## config.mk

```make
export PLATFORM = sky130hd
export DESIGN_NAME = vga_rect_fill
export DESIGN_NICKNAME = d
export VERILOG_FILES = /design/src/rtl/vga_pkg.sv /design/src/rtl/vga_raster_counter.sv /design/src/rtl/vga_rect_fill.sv
export SDC_FILE = /design/constraint.sdc
export NUM_CORES = 1
export LEC_CHECK = 0
export ABC_AREA = 0
export BUFFER_PORTS_ARGS = -buffer_cell sky130_fd_sc_hd__clkbuf_2
export CORE_ASPECT_RATIO = 1.75
export CORE_MARGIN = 4
export CORE_UTILIZATION = 35
export DETAILED_ROUTE_END_ITERATION = 16
export SKIP_CTS_REPAIR_TIMING = 1
export SLEW_MARGIN = 20
export SYNTH_ARGS = -nofsm -noshare
export SYNTH_HDL_FRONTEND = slang
export SYNTH_SLANG_ARGS = --single-unit
```

## constraint.sdc

```tcl
create_clock -name CLOCK_50 -period 11.54 [get_ports CLOCK_50]
set_clock_uncertainty 0.2 [all_clocks]
set_input_delay 3.462 -clock CLOCK_50 [delete_from_list [all_inputs] [get_ports CLOCK_50]]
set_output_delay 3.462 -clock CLOCK_50 [all_outputs]
set_load 0.01 [all_outputs]
```

## src/rtl/vga_pkg.sv

```systemverilog
// vga_pkg: shared resolution constants and state type
// for the VGA demo pixel generators.
package vga_pkg;

`ifdef VGA_RES_160
  localparam int XW   = 8;
  localparam int YW   = 7;
  localparam int XMAX = 160;
  localparam int YMAX = 120;
`elsif VGA_RES_320
  localparam int XW   = 9;
  localparam int YW   = 8;
  localparam int XMAX = 320;
  localparam int YMAX = 240;
`else
  localparam int XW   = 10;
  localparam int YW   = 9;
  localparam int XMAX = 640;
  localparam int YMAX = 480;
`endif

  localparam int CW = 24;

  typedef enum logic [1:0] {
    IDLE  = 2'd0,
    SETUP = 2'd1,
    DRAW  = 2'd2,
    DONE  = 2'd3
  } rect_state_t;

endpackage

```

## src/rtl/vga_raster_counter.sv

```systemverilog
// vga_raster_counter: row-major x/y walker over a
// base+extent window, flags the final position.
module vga_raster_counter #(
  parameter int XW = 10,
  parameter int YW = 9
) (
  input  logic          clk,
  input  logic          rst_n,
  input  logic          load,
  input  logic          en,
  input  logic [XW-1:0] base_x,
  input  logic [YW-1:0] base_y,
  input  logic [XW:0]   ext_x,
  input  logic [YW:0]   ext_y,
  output logic [XW-1:0] cx,
  output logic [YW-1:0] cy,
  output logic          last
);

  localparam logic [XW:0]   ONE_XE = (XW+1)'(1);
  localparam logic [YW:0]   ONE_YE = (YW+1)'(1);
  localparam logic [YW-1:0] ONE_Y  = YW'(1);
  localparam logic [XW-1:0] ONE_X  = XW'(1);

  logic [XW-1:0] cx_q, cx_d;
  logic [YW-1:0] cy_q, cy_d;
  logic [XW-1:0] bx_q, bx_d;
  logic [XW-1:0] ex_q, ex_d;
  logic [YW-1:0] ey_q, ey_d;

  // load window corners or step one pixel, wrapping rows
  always_comb begin
    cx_d = cx_q;
    cy_d = cy_q;
    bx_d = bx_q;
    ex_d = ex_q;
    ey_d = ey_q;
    if (load) begin
      cx_d = base_x;
      cy_d = base_y;
      bx_d = base_x;
      ex_d = XW'({1'b0, base_x} + ext_x - ONE_XE);
      ey_d = YW'({1'b0, base_y} + ext_y - ONE_YE);
    end else if (en) begin
      if (cx_q == ex_q) begin
        cx_d = bx_q;
        cy_d = cy_q + ONE_Y;
      end else begin
        cx_d = cx_q + ONE_X;
      end
    end
  end

  // position and window registers
  always_ff @(posedge clk or negedge rst_n) begin
    if (!rst_n) begin
      cx_q <= '0;
      cy_q <= '0;
      bx_q <= '0;
      ex_q <= '0;
      ey_q <= '0;
    end else begin
      cx_q <= cx_d;
      cy_q <= cy_d;
      bx_q <= bx_d;
      ex_q <= ex_d;
      ey_q <= ey_d;
    end
  end

  assign cx   = cx_q;
  assign cy   = cy_q;
  assign last = (cx_q == ex_q) && (cy_q == ey_q);

endmodule

```

## src/rtl/vga_rect_fill.sv

```systemverilog
// vga_rect_fill: rasterises one clipped filled rectangle
// per request into the VGA pixel write stream.
module vga_rect_fill #(
  parameter int XW   = vga_pkg::XW,
  parameter int YW   = vga_pkg::YW,
  parameter int XMAX = vga_pkg::XMAX,
  parameter int YMAX = vga_pkg::YMAX,
  parameter int CW   = vga_pkg::CW
) (
  input  logic          CLOCK_50,
  input  logic          resetn,
  input  logic          start,
  input  logic [XW-1:0] x0,
  input  logic [YW-1:0] y0,
  input  logic [XW-1:0] w,
  input  logic [YW-1:0] h,
  input  logic [CW-1:0] color,
  output logic          busy,
  output logic          done,
  output logic [XW-1:0] VGA_X,
  output logic [YW-1:0] VGA_Y,
  output logic [CW-1:0] VGA_COLOR,
  output logic          plot
);

  import vga_pkg::*;

  localparam logic [XW:0] XLIM = (XW+1)'(XMAX);
  localparam logic [YW:0] YLIM = (YW+1)'(YMAX);

  rect_state_t state_q, state_d;

  logic [XW-1:0] rx_q, rx_d;
  logic [YW-1:0] ry_q, ry_d;
  logic [XW-1:0] rw_q, rw_d;
  logic [YW-1:0] rh_q, rh_d;
  logic [CW-1:0] rc_q, rc_d;
  logic [CW-1:0] vc_q, vc_d;
  logic          busy_q, busy_d;
  logic          done_q, done_d;
  logic          plot_q, plot_d;

  logic [XW:0]   x_room, we;
  logic [YW:0]   y_room, he;
  logic          empty;
  logic          cnt_load, cnt_en, cnt_last;
  logic [XW-1:0] cnt_x;
  logic [YW-1:0] cnt_y;

  // clip the latched request against the screen edges
  always_comb begin
    x_room = XLIM - {1'b0, rx_q};
    y_room = YLIM - {1'b0, ry_q};
    we = ({1'b0, rw_q} < x_room) ? {1'b0, rw_q} : x_room;
    he = ({1'b0, rh_q} < y_room) ? {1'b0, rh_q} : y_room;
    empty = ({1'b0, rx_q} >= XLIM) ||
            ({1'b0, ry_q} >= YLIM) ||
            (rw_q == '0) || (rh_q == '0);
  end

  // request FSM: next state, latches and output values
  always_comb begin
    state_d  = state_q;
    rx_d     = rx_q;
    ry_d     = ry_q;
    rw_d     = rw_q;
    rh_d     = rh_q;
    rc_d     = rc_q;
    cnt_load = 1'b0;
    cnt_en   = 1'b0;
    unique case (state_q)
      IDLE: begin
        if (start) begin
          rx_d    = x0;
          ry_d    = y0;
          rw_d    = w;
          rh_d    = h;
          rc_d    = color;
          state_d = SETUP;
        end
      end
      SETUP: begin
        if (empty) begin
          state_d = DONE;
        end else begin
          cnt_load = 1'b1;
          state_d  = DRAW;
        end
      end
      DRAW: begin
        if (cnt_last) begin
          state_d = DONE;
        end else begin
          cnt_en = 1'b1;
        end
      end
      DONE: begin
        state_d = IDLE;
      end
      default: begin
        state_d = IDLE;
      end
    endcase
    busy_d = (state_d == SETUP) || (state_d == DRAW);
    done_d = (state_d == DONE);
    plot_d = (state_d == DRAW);
    vc_d   = cnt_load ? rc_q : vc_q;
  end

  // state, request latches and registered outputs
  always_ff @(posedge CLOCK_50 or negedge resetn) begin
    if (!resetn) begin
      state_q <= IDLE;
      rx_q    <= '0;
      ry_q    <= '0;
      rw_q    <= '0;
      rh_q    <= '0;
      rc_q    <= '0;
      vc_q    <= '0;
      busy_q  <= 1'b0;
      done_q  <= 1'b0;
      plot_q  <= 1'b0;
    end else begin
      state_q <= state_d;
      rx_q    <= rx_d;
      ry_q    <= ry_d;
      rw_q    <= rw_d;
      rh_q    <= rh_d;
      rc_q    <= rc_d;
      vc_q    <= vc_d;
      busy_q  <= busy_d;
      done_q  <= done_d;
      plot_q  <= plot_d;
    end
  end

  vga_raster_counter #(
    .XW(XW),
    .YW(YW)
  ) u_cnt (
    .clk    (CLOCK_50),
    .rst_n  (resetn),
    .load   (cnt_load),
    .en     (cnt_en),
    .base_x (rx_q),
    .base_y (ry_q),
    .ext_x  (we),
    .ext_y  (he),
    .cx     (cnt_x),
    .cy     (cnt_y),
    .last   (cnt_last)
  );

  assign busy      = busy_q;
  assign done      = done_q;
  assign plot      = plot_q;
  assign VGA_X     = cnt_x;
  assign VGA_Y     = cnt_y;
  assign VGA_COLOR = vc_q;

endmodule

```

==> impl_metrics.csv, run 1 <==
group,metric,value,unit
die,core-area,22000,µm²
sta,max_clock_freq,0.190,GHz
detailed_routing,drc,0,
critical_path,worstSetupStartpointType,"flip-flop",
yosys,synth-edff-count,0,
critical_path,critical_path_arrival,5.39,ns
cts,cts_tree,"built",
die,dieArea,24800,µm²
critical_path,cp_slowest_stage_delay,0.47,ns
yosys,async_reset_ff_share,100,%
final_layout,final_nets,1024,
yosys,synth-main-ff-cell,"dfrtp_1",
place,port_buffers,110,
critical_path,crit_type,"reg2reg",
final_layout,num_antenna_cells,0,
critical_path,crit_path_frequent_cell,"a21oi_1",
detailed_routing,ant_nets,0,
cts,cts-root-buf,"clkbuf_16",
cts,htree_levels,4,
detailed_routing,routedWlPerCell,15.9,µm
global_routing,antenna_found_initial,0,
hold_path,hold_class,"reg2reg",
final_layout,syn_to_final_growth,18.7,%
cts,clkSinkCount,139,
yosys,synth-seq-cells,139,
sta,drv_slew,0,
detailed_routing,top_layer,"met4",
detailed_routing,drt_iter0_drc,249,
critical_path,cpMaxStageDelayCell,"dfrtp_1",
yosys,synth_area_leaders,"dfrtp_1 (45%), ha_1 (9.5%), mux2_2 (9.1%), nand2_1 (7.5%), xnor2_1 (4.2%)",
die,die_x,121,µm
sta,min_period_over_period,45.5,%
run_status,status,"finished clean",
yosys,synth-seq-area-share,44.7,%
place,dp_hpwl,14000,µm
global_routing,grt_pass1_wl,31400,µm
yosys,yosys_warnings,0,
yosys,synth.avg_cell_area,9.77,µm²
sta,hold_violations,0,
detailed_routing,viasPerCell,4.93,
sta,setup_viol,0,
sta,max-slew-margin-rel,40.0,%
detailed_routing,vias,5947,
place,gp_congestion,0.877,
cts,cts_buffers,17,
yosys,synth.most_common_cell,"nand2_1",
cts,path_clk_slew,0.06,ns
detailed_routing,wl,19200,µm
die,die_y,205,µm
yosys,synth_cell_types,54,
yosys,synth_top_area_share,44.7,%
yosys,synth_top_cells_by_count,"nand2_1 (155), dfrtp_1 (139), inv_1 (63), mux2_2 (63), ha_1 (59)",
global_routing,overflow,0,
yosys,synth_area,7780,µm²
critical_path,critPathMaxFanout,18,
global_routing,grt_max_degree,82,
detailed_routing,drt-met1-wl,7700,µm
global_routing,first_global_vias,6217,
critical_path,path_cells,"inv_1 -> ha_1 -> nor4b_2 -> nand2_1 -> nand2_1 -> xnor2_1 -> ha_1 -> a21o_1 -> a21oi_1 -> o2bb2ai_2 -> a21oi_1 -> ha_1 -> inv_1 -> ha_1 -> fa_1 -> a21oi_1 -> o21ai_0 -> a21oi_1 -> o21bai_1 -> a21oi_1 -> xnor3_1 -> o21ai_1",
detailed_routing,wl_met3,872,µm
final_layout,drive_gt1_share,23.9,%
sta,rsz0062_at_grt,"no",
sta,min_period,5.25,ns
yosys,syn-instance-count,797,
die,pin_count,111,
cts,worstSkewPairLatency,0.42,ns
run,cap_violations,0,
die,row_count,72,
final_layout,fillers,2199,
critical_path,end_kind,"flip-flop",
sta,finalSetupTns,0,ns
yosys,syn-num-nets,923,
sta,worst_slew_pin_slew,0.899,ns
yosys,synth.largest_area_cell,"dfrtp_1",
global_routing,grt_usage,16.1,%
detailed_routing,first_pass_iters,4,
die,start_util,35.4,%
cts,cts.path.max_buffers,2,
critical_path,required,11.68,ns
detailed_routing,wl_met2,9920,µm
-- metrics by stage --
step	hold slack (ns)	utilization [%]	area [µm²]	setup WS, ns	instances
floorplan	0.233	-	7780	6.78	797
global placement	0.241	39.2	8610	6.15	1175
detailed placement	0.249	39.2	8610	6.17	1175
CTS	0.261	42.0	9240	6.09	1207
global route	0.279	42.0	9240	5.82	1207
finish	0.260	42.0	9240	6.29	1207
-- final cells by class --
cell class,count,area (µm²),share of cell area [%]
Sequential cell,139,3480,37.6
Clock buffer,20,467,5.05
Multi-Input combinational cell,563,3940,42.6
Timing Repair Buffer,114,587,6.35
Inverter,63,236,2.56
Clock inverter,12,161,1.75
Tap cell,296,370,4.01
-- cells by family after synthesis --
logic type	Yosys count	share of synthesized area, %
adder cells (fa/ha/maj)	61	10.0
XOR/XNOR	54	6.44
multiplexers	64	9.24
flip-flops	139	44.7
AND/OR/NAND/NOR	242	13.4
AO/OA/AOI/OAI	142	11.4
buffers and inverters	95	4.84
-- metal layers --
layer	vias up	track usage, %
li1	2911	-
met5	-	0
met2	134	29.1
met1	2859	17.8
met3	43	3.88
met4	0	7.46
-- state kept, by name, indices dropped and copies added (netlist names) --
signal      cells
done            1
busy            1
u_cnt.ex_q     10
ry_q            9
rw_q           10
rc_q           24
u_cnt.bx_q     10
rh_q            9
rx_q           10
plot            1
u_cnt.cy        9
u_cnt.cx       10
u_cnt.ey_q      9
VGA_COLOR      24
state_q         2
-- worst max-delay path, delay by kind of cell (launching register included) --
kind	cells	cell delay, ns
AOI/OAI and AO/OA	10	1.88
xor gates and xnor gates	2	0.43
adders and majority gates	5	1.45
buffers and inverters	2	0.19
DFF	1	0.47
and+or+nand+nor	3	0.55
-- worst paths after layout --
| check | startpoint | endpoint | slack (ns) | depth (start not counted) |
|---|---|---|---|---|
| max | rx_q[0] | u_cnt.ex_q[9] | 6.29 | 22 |
| min | rc_q[19] | VGA_COLOR[19] | 0.26 | 2 |
| max reg2reg | rx_q[0] | u_cnt.ex_q[9] | 6.29 | 22 |
| min reg2reg | rc_q[19] | VGA_COLOR[19] | 0.26 | 2 |
| max in group asynchronous | resetn | u_cnt.cy[4] | 6.99 | 2 |
| min in group asynchronous | resetn | u_cnt.ex_q[7] | 2.90 | 1 |
-- placed cells by master, fill, tap and decap left out, drive strengths merged, types with 15 or more instances in the layout --
master | netlist | routed
clkbuf | 27 | 129
o21ai | 48 | 48
nor2 | 33 | 33
nand2 | 155 | 155
ha | 59 | 59
mux2 | 63 | 63
a21oi | 40 | 40
xnor2 | 37 | 37
xor2 | 15 | 15
inv | 63 | 65
dfrtp | 139 | 139
Power of run 1 is left out: the tool's default activity adds up to more than one toggle a clock period on the data nets, which glitch-free logic cannot reach.
==> inputs of run 2 (changes only) <==
clock period = 5.4 ns   (was 11.54 ns; I/O delays follow)
==> run 2 against run 1 <==
Setup slack got worse by 5.8 ns. Core utilization barely moved. Fmax rose by 6.0%. Clock-buffer cell count fell by 1. Flip-flop and latch count did not move. Non-clock buffer count rose by 3. Critical path depth did not move. Wire length fell by 1.1%. Critical path type unchanged.
==> impl_metrics.csv, run 2 (synthesized netlist as in run 1, its figures left out) <==
group,metric,value,unit
sta,setup_viol,0,
cts,cts_tree,"built",
critical_path,critical_path_arrival,5.08,ns
final_layout,multi_input_area,3950,µm²
die,die_y,205,µm
place,port_buffers,110,
final_layout,final_cell_mix,"nand2_1 (153), dfrtp_1 (139), clkbuf_2 (109), inv_1 (63), mux2_2 (63)",
sta,max-slew-margin-rel,38.2,%
global_routing,grt_usage,16.0,%
global_routing,grt_max_degree,96,
sta,rsz0062_at_grt,"no",
cts,worstSkewPairLatency,0.42,ns
detailed_routing,vias,5928,
sta,drv_slew,0,
cts,cts.path.max_buffers,2,
detailed_routing,ant_nets,0,
critical_path,critPathMaxFanout,13,
die,row_count,72,
final_layout,num_antenna_cells,0,
detailed_routing,top_layer,"met5",
global_routing,overflow,0,
critical_path,worstSetupStartpointType,"flip-flop",
final_layout,layout_commonest_cell,"nand2_1",
place,gp_congestion,0.925,
sta,max_clock_freq,0.202,GHz
detailed_routing,wl_met3,989,µm
detailed_routing,drt-met1-wl,7490,µm
critical_path,crit_type,"reg2reg",
die,core-area,22000,µm²
final_layout,register_area,3480,µm²
cts,cts-root-buf,"clkbuf_16",
detailed_routing,wl,19000,µm
detailed_routing,viasPerCell,4.90,
detailed_routing,wl_met2,9680,µm
run_status,status,"finished clean",
sta,hold_violations,0,
sta,worst_slew_pin_slew,0.927,ns
detailed_routing,routedWlPerCell,15.7,µm
detailed_routing,first_pass_iters,4,
cts,htree_levels,4,
final_layout,fillers,2232,
sta,finalSetupTns,0,ns
final_layout,final_nets,1027,
global_routing,grt_pass1_wl,31100,µm
sta,min_period_over_period,91.8,%
global_routing,antenna_found_initial,1,
place,dp_hpwl,14200,µm
run,cap_violations,0,
critical_path,end_kind,"flip-flop",
sta,min_period,4.96,ns
critical_path,r2r_setup_slack,0.44,ns
critical_path,required,5.53,ns
detailed_routing,drt_iter0_drc,303,
hold_path,hold_class,"reg2reg",
die,pin_count,111,
die,dieArea,24800,µm²
final_layout,drive_gt1_share,24.0,%
detailed_routing,drc,0,
final_layout,syn_to_final_growth,18.6,%
die,die_x,121,µm
global_routing,first_global_vias,6131,
cts,clkSinkCount,139,
cts,path_clk_slew,0.06,ns
cts,cts_buffers,17,
die,start_util,35.4,%
==> run 2: changes by cell type in the layout (fill, tap and decap cells not counted), moves of 2 or more <==
cell,change
clkinvlp_4,+3
clkinv_4,-3
clkbuf_1,+2
buf_4,+2
clkbuf_8,-3
==> run 2: path summary, 6_finish.rpt <==
check | from | end | depth (start not counted)
worst max register to register | rx_q[0] | u_cnt.ex_q[9] | 22
worst min register to register | rc_q[4] | VGA_COLOR[4] | 2
min in group asynchronous | resetn | u_cnt.ex_q[8] | 1
worst max-delay path | rx_q[0] | u_cnt.ex_q[9] | 22
worst min-delay path | rc_q[4] | VGA_COLOR[4] | 2
max in group asynchronous | resetn | VGA_COLOR[2] | 2
==> run 2: routing by layer <==
layer,global-route usage [%],vias to the layer above
li1,-,2929
met1,17.6,2814
met2,28.1,142
met3,4.04,41
met4,8.35,2
met5,0,-
==> run 2: layout make-up <==
class	count	area share, %
multi-input cells	563	42.8
flip-flops and latches	139	37.7
repair buffers	117	6.74
clock buffers	19	4.69
well taps	296	4.01
inverters	63	2.56
clock inverters	13	1.56
==> run 2: critical path, stage by stage (launching register included) <==
cell	delay [ns]
dfrtp_1	0.45
inv_1	0.16
ha_1	0.24
nor4b_4	0.27
nand2_1	0.13
nand2_1	0.10
xnor2_1	0.15
ha_1	0.27
a21o_1	0.20
a21oi_1	0.20
o2bb2ai_1	0.25
buf_4	0.26
a21oi_1	0.09
ha_1	0.28
inv_1	0.06
fa_1	0.46
a21oi_1	0.19
o21ai_0	0.10
a21oi_1	0.21
o21bai_1	0.10
a21oi_1	0.16
xnor3_1	0.22
o21ai_1	0.12
==> run 2: metrics by stage <==
| step | hold WS [ns] | std cells | utilization (%) | worst slack [ns] | cell area (µm²) |
|---|---|---|---|---|---|
| 2_1_floorplan | 0.233 | 797 | - | 0.637 | 7780 |
| 3_3_place_gp | 0.242 | 1178 | 39.3 | 0.553 | 8640 |
| 3_5_place_dp | 0.247 | 1178 | 39.3 | 0.441 | 8640 |
| 4_1_cts | 0.264 | 1210 | 41.9 | 0.431 | 9220 |
| 5_1_grt | 0.277 | 1210 | 42.0 | 0.0484 | 9230 |
| 6_report | 0.256 | 1210 | 42.0 | 0.445 | 9230 |
Power of run 2 is left out for the same reason.
==> inputs of run 3 (changes only) <==
ABC_AREA = 1   (was 0)
==> run 3 against run 2 <==
First-iteration DRC count is 20% lower. Worst hold slack better by 0.0042 ns. Critical path depth is 7 higher. Non-clock buffer count is 4 lower. Clock-buffer cell count is 3 higher. Largest cell class unchanged.
==> impl_metrics.csv, run 3 <==
group,metric,value,unit
run_status,status,"finished clean",
global_routing,grt_max_degree,86,
place,dpl_cell_area,8800,µm²
detailed_routing,wl_met3,760,µm
sta,worst_slew_pin_slew,0.990,ns
final_layout,layout_commonest_cell,"nand2_1",
sta,min_period_over_period,79.6,%
final_layout,final_util,41.5,%
global_routing,first_global_vias,6551,
critical_path,worstSetupStartpointType,"flip-flop",
sta,setup_viol,0,
yosys,yosys_warnings,0,
sta,max-slew-margin-rel,34.0,%
place,port_buffers,110,
yosys,synth-seq-cells,139,
yosys,synth.most_common_cell,"nand2_1",
critical_path,cp-endpoint,"u_cnt.ex_q[9]",
detailed_routing,drt_iter0_drc,242,
die,die_y,208,µm
cts,cts_tree,"built",
yosys,syn-num-nets,1064,
global_routing,grt_usage,15.6,%
final_layout,final_nets,1165,
yosys,synth_area_leaders,"dfrtp_1 (43%), nand2_1 (11%), ha_1 (9.2%), mux2_2 (5.6%), nand3_1 (5.3%)",
critical_path,critPathMaxFanout,14,
yosys,async_reset_ff_share,100,%
final_layout,multi_input_area,3970,µm²
detailed_routing,wl_met2,9760,µm
cts,cts.path.max_buffers,2,
critical_path,cp_slowest_stage_delay,0.46,ns
global_routing,grt_pass1_wl,31500,µm
critical_path,rr_startpoint,"rx_q[0]",
sta,drv_slew,0,
cts,cts_buffers,17,
sta,max_clock_freq,0.233,GHz
detailed_routing,viasPerCell,4.71,
yosys,synth_cell_types,40,
run,cap_violations,0,
detailed_routing,top_layer,"met4",
die,dieArea,25500,µm²
final_layout,syn_to_final_growth,17.1,%
detailed_routing,routedWlPerCell,13.8,µm
detailed_routing,first_pass_iters,4,
detailed_routing,drc,0,
critical_path,ff2ff_path_depth,29,
die,row_count,73,
final_layout,fillers,2390,
cts,worstSkewPairLatency,0.43,ns
die,core-area,22700,µm²
die,die_x,122,µm
cts,htree_levels,4,
detailed_routing,ant_nets,0,
cts,cts-root-buf,"clkbuf_16",
yosys,synth-seq-area-share,43.3,%
detailed_routing,drt-met1-wl,7530,µm
sta,finalSetupTns,0,ns
critical_path,critical_path_arrival,4.42,ns
hold_path,hold_class,"reg2reg",
yosys,syn-instance-count,938,
final_layout,fin_area,9400,µm²
critical_path,crit_path_frequent_cell,"nand2_1",
yosys,synth_top_cells_by_count,"nand2_1 (242), dfrtp_1 (139), inv_1 (96)",
critical_path,r2r_setup_slack,1.10,ns
yosys,synth.largest_area_cell,"dfrtp_1",
sta,min_period,4.30,ns
hold_path,hp-start,"rc_q[12]",
yosys,synth.avg_cell_area,8.56,µm²
critical_path,end_kind,"flip-flop",
yosys,synth-edff-count,0,
die,pin_count,111,
yosys,synth_area,8030,µm²
place,dp_hpwl,13900,µm
global_routing,overflow,0,
detailed_routing,wl,18700,µm
final_layout,drive_gt1_share,20.1,%
final_layout,num_antenna_cells,0,
sta,rsz0062_at_grt,"no",
final_layout,register_area,3480,µm²
die,start_util,35.4,%
final_layout,final_cell_mix,"nand2_1 (241), dfrtp_1 (139), clkbuf_2 (109), inv_1 (96), nand3_1 (85)",
place,dpl_worst_slack,1.09,ns
cts,path_clk_slew,0.06,ns
sta,hold_violations,0,
place,gp_congestion,0.819,
critical_path,cpMaxStageDelayCell,"fa_1",
global_routing,antenna_found_initial,0,
cts,clkSinkCount,139,
critical_path,crit_path_start,"rx_q[0]",
yosys,synth_top_area_share,43.3,%
critical_path,crit_type,"reg2reg",
critical_path,rr_endpoint,"u_cnt.ex_q[9]",
critical_path,required,5.51,ns
detailed_routing,vias,6374,
yosys,synth-main-ff-cell,"dfrtp_1",
sta,finalWorstSetupSlack,1.10,ns
[run 3: cells by family after synthesis]
family,Yosys count,share of synthesized area [%]
mux,40,5.61
compound gates,106,7.33
xor+xnor,45,4.91
buf+inv,135,7.23
simple gates,412,21.9
flops,139,43.3
fa+ha+maj,61,9.70
[run 3: layout make-up]
| cell class | instances | area share, % |
|---|---|---|
| Inverter | 104 | 4.18 |
| Sequential cell | 139 | 37.0 |
| Multi-Input combinational cell | 664 | 42.3 |
| Clock buffer | 22 | 5.15 |
| Clock inverter | 10 | 1.22 |
| Timing Repair Buffer | 113 | 6.16 |
| Tap cell | 300 | 3.99 |
[run 3: critical path, delay by kind of cell, from the launching register on]
kind            cells  cell delay, ns
simple gates       18            1.64
fa+ha+maj           4            1.18
flops               1            0.41
buf+inv             4            0.38
compound gates      3            0.37
[run 3: per-layer routing]
metal  GRT usage [%]  up-vias
met5               0        -
met4            7.23        0
met2            27.6      110
li1                -     3246
met1            17.1     2980
met3            4.35       38
[run 3: metrics by stage]
step                instances  hold slack (ns)
CTS                      1352            0.265
detailed placement       1320            0.251
floorplan                 938            0.236
finish                   1352            0.260
global placement         1320            0.245
global route             1352            0.287
[run 3: how the worst min path moves through the flow]
stage	end	slack [ns]	cells past startpoint
final	VGA_COLOR[12]	0.26	2
after detailed placement	VGA_COLOR[12]	0.25	2
after global placement	VGA_COLOR[14]	0.24	2
after CTS	VGA_COLOR[12]	0.26	2
after global routing	VGA_COLOR[17]	0.29	2
after floorplan	VGA_COLOR[0]	0.24	2
Power of run 3 is left out for the same reason.
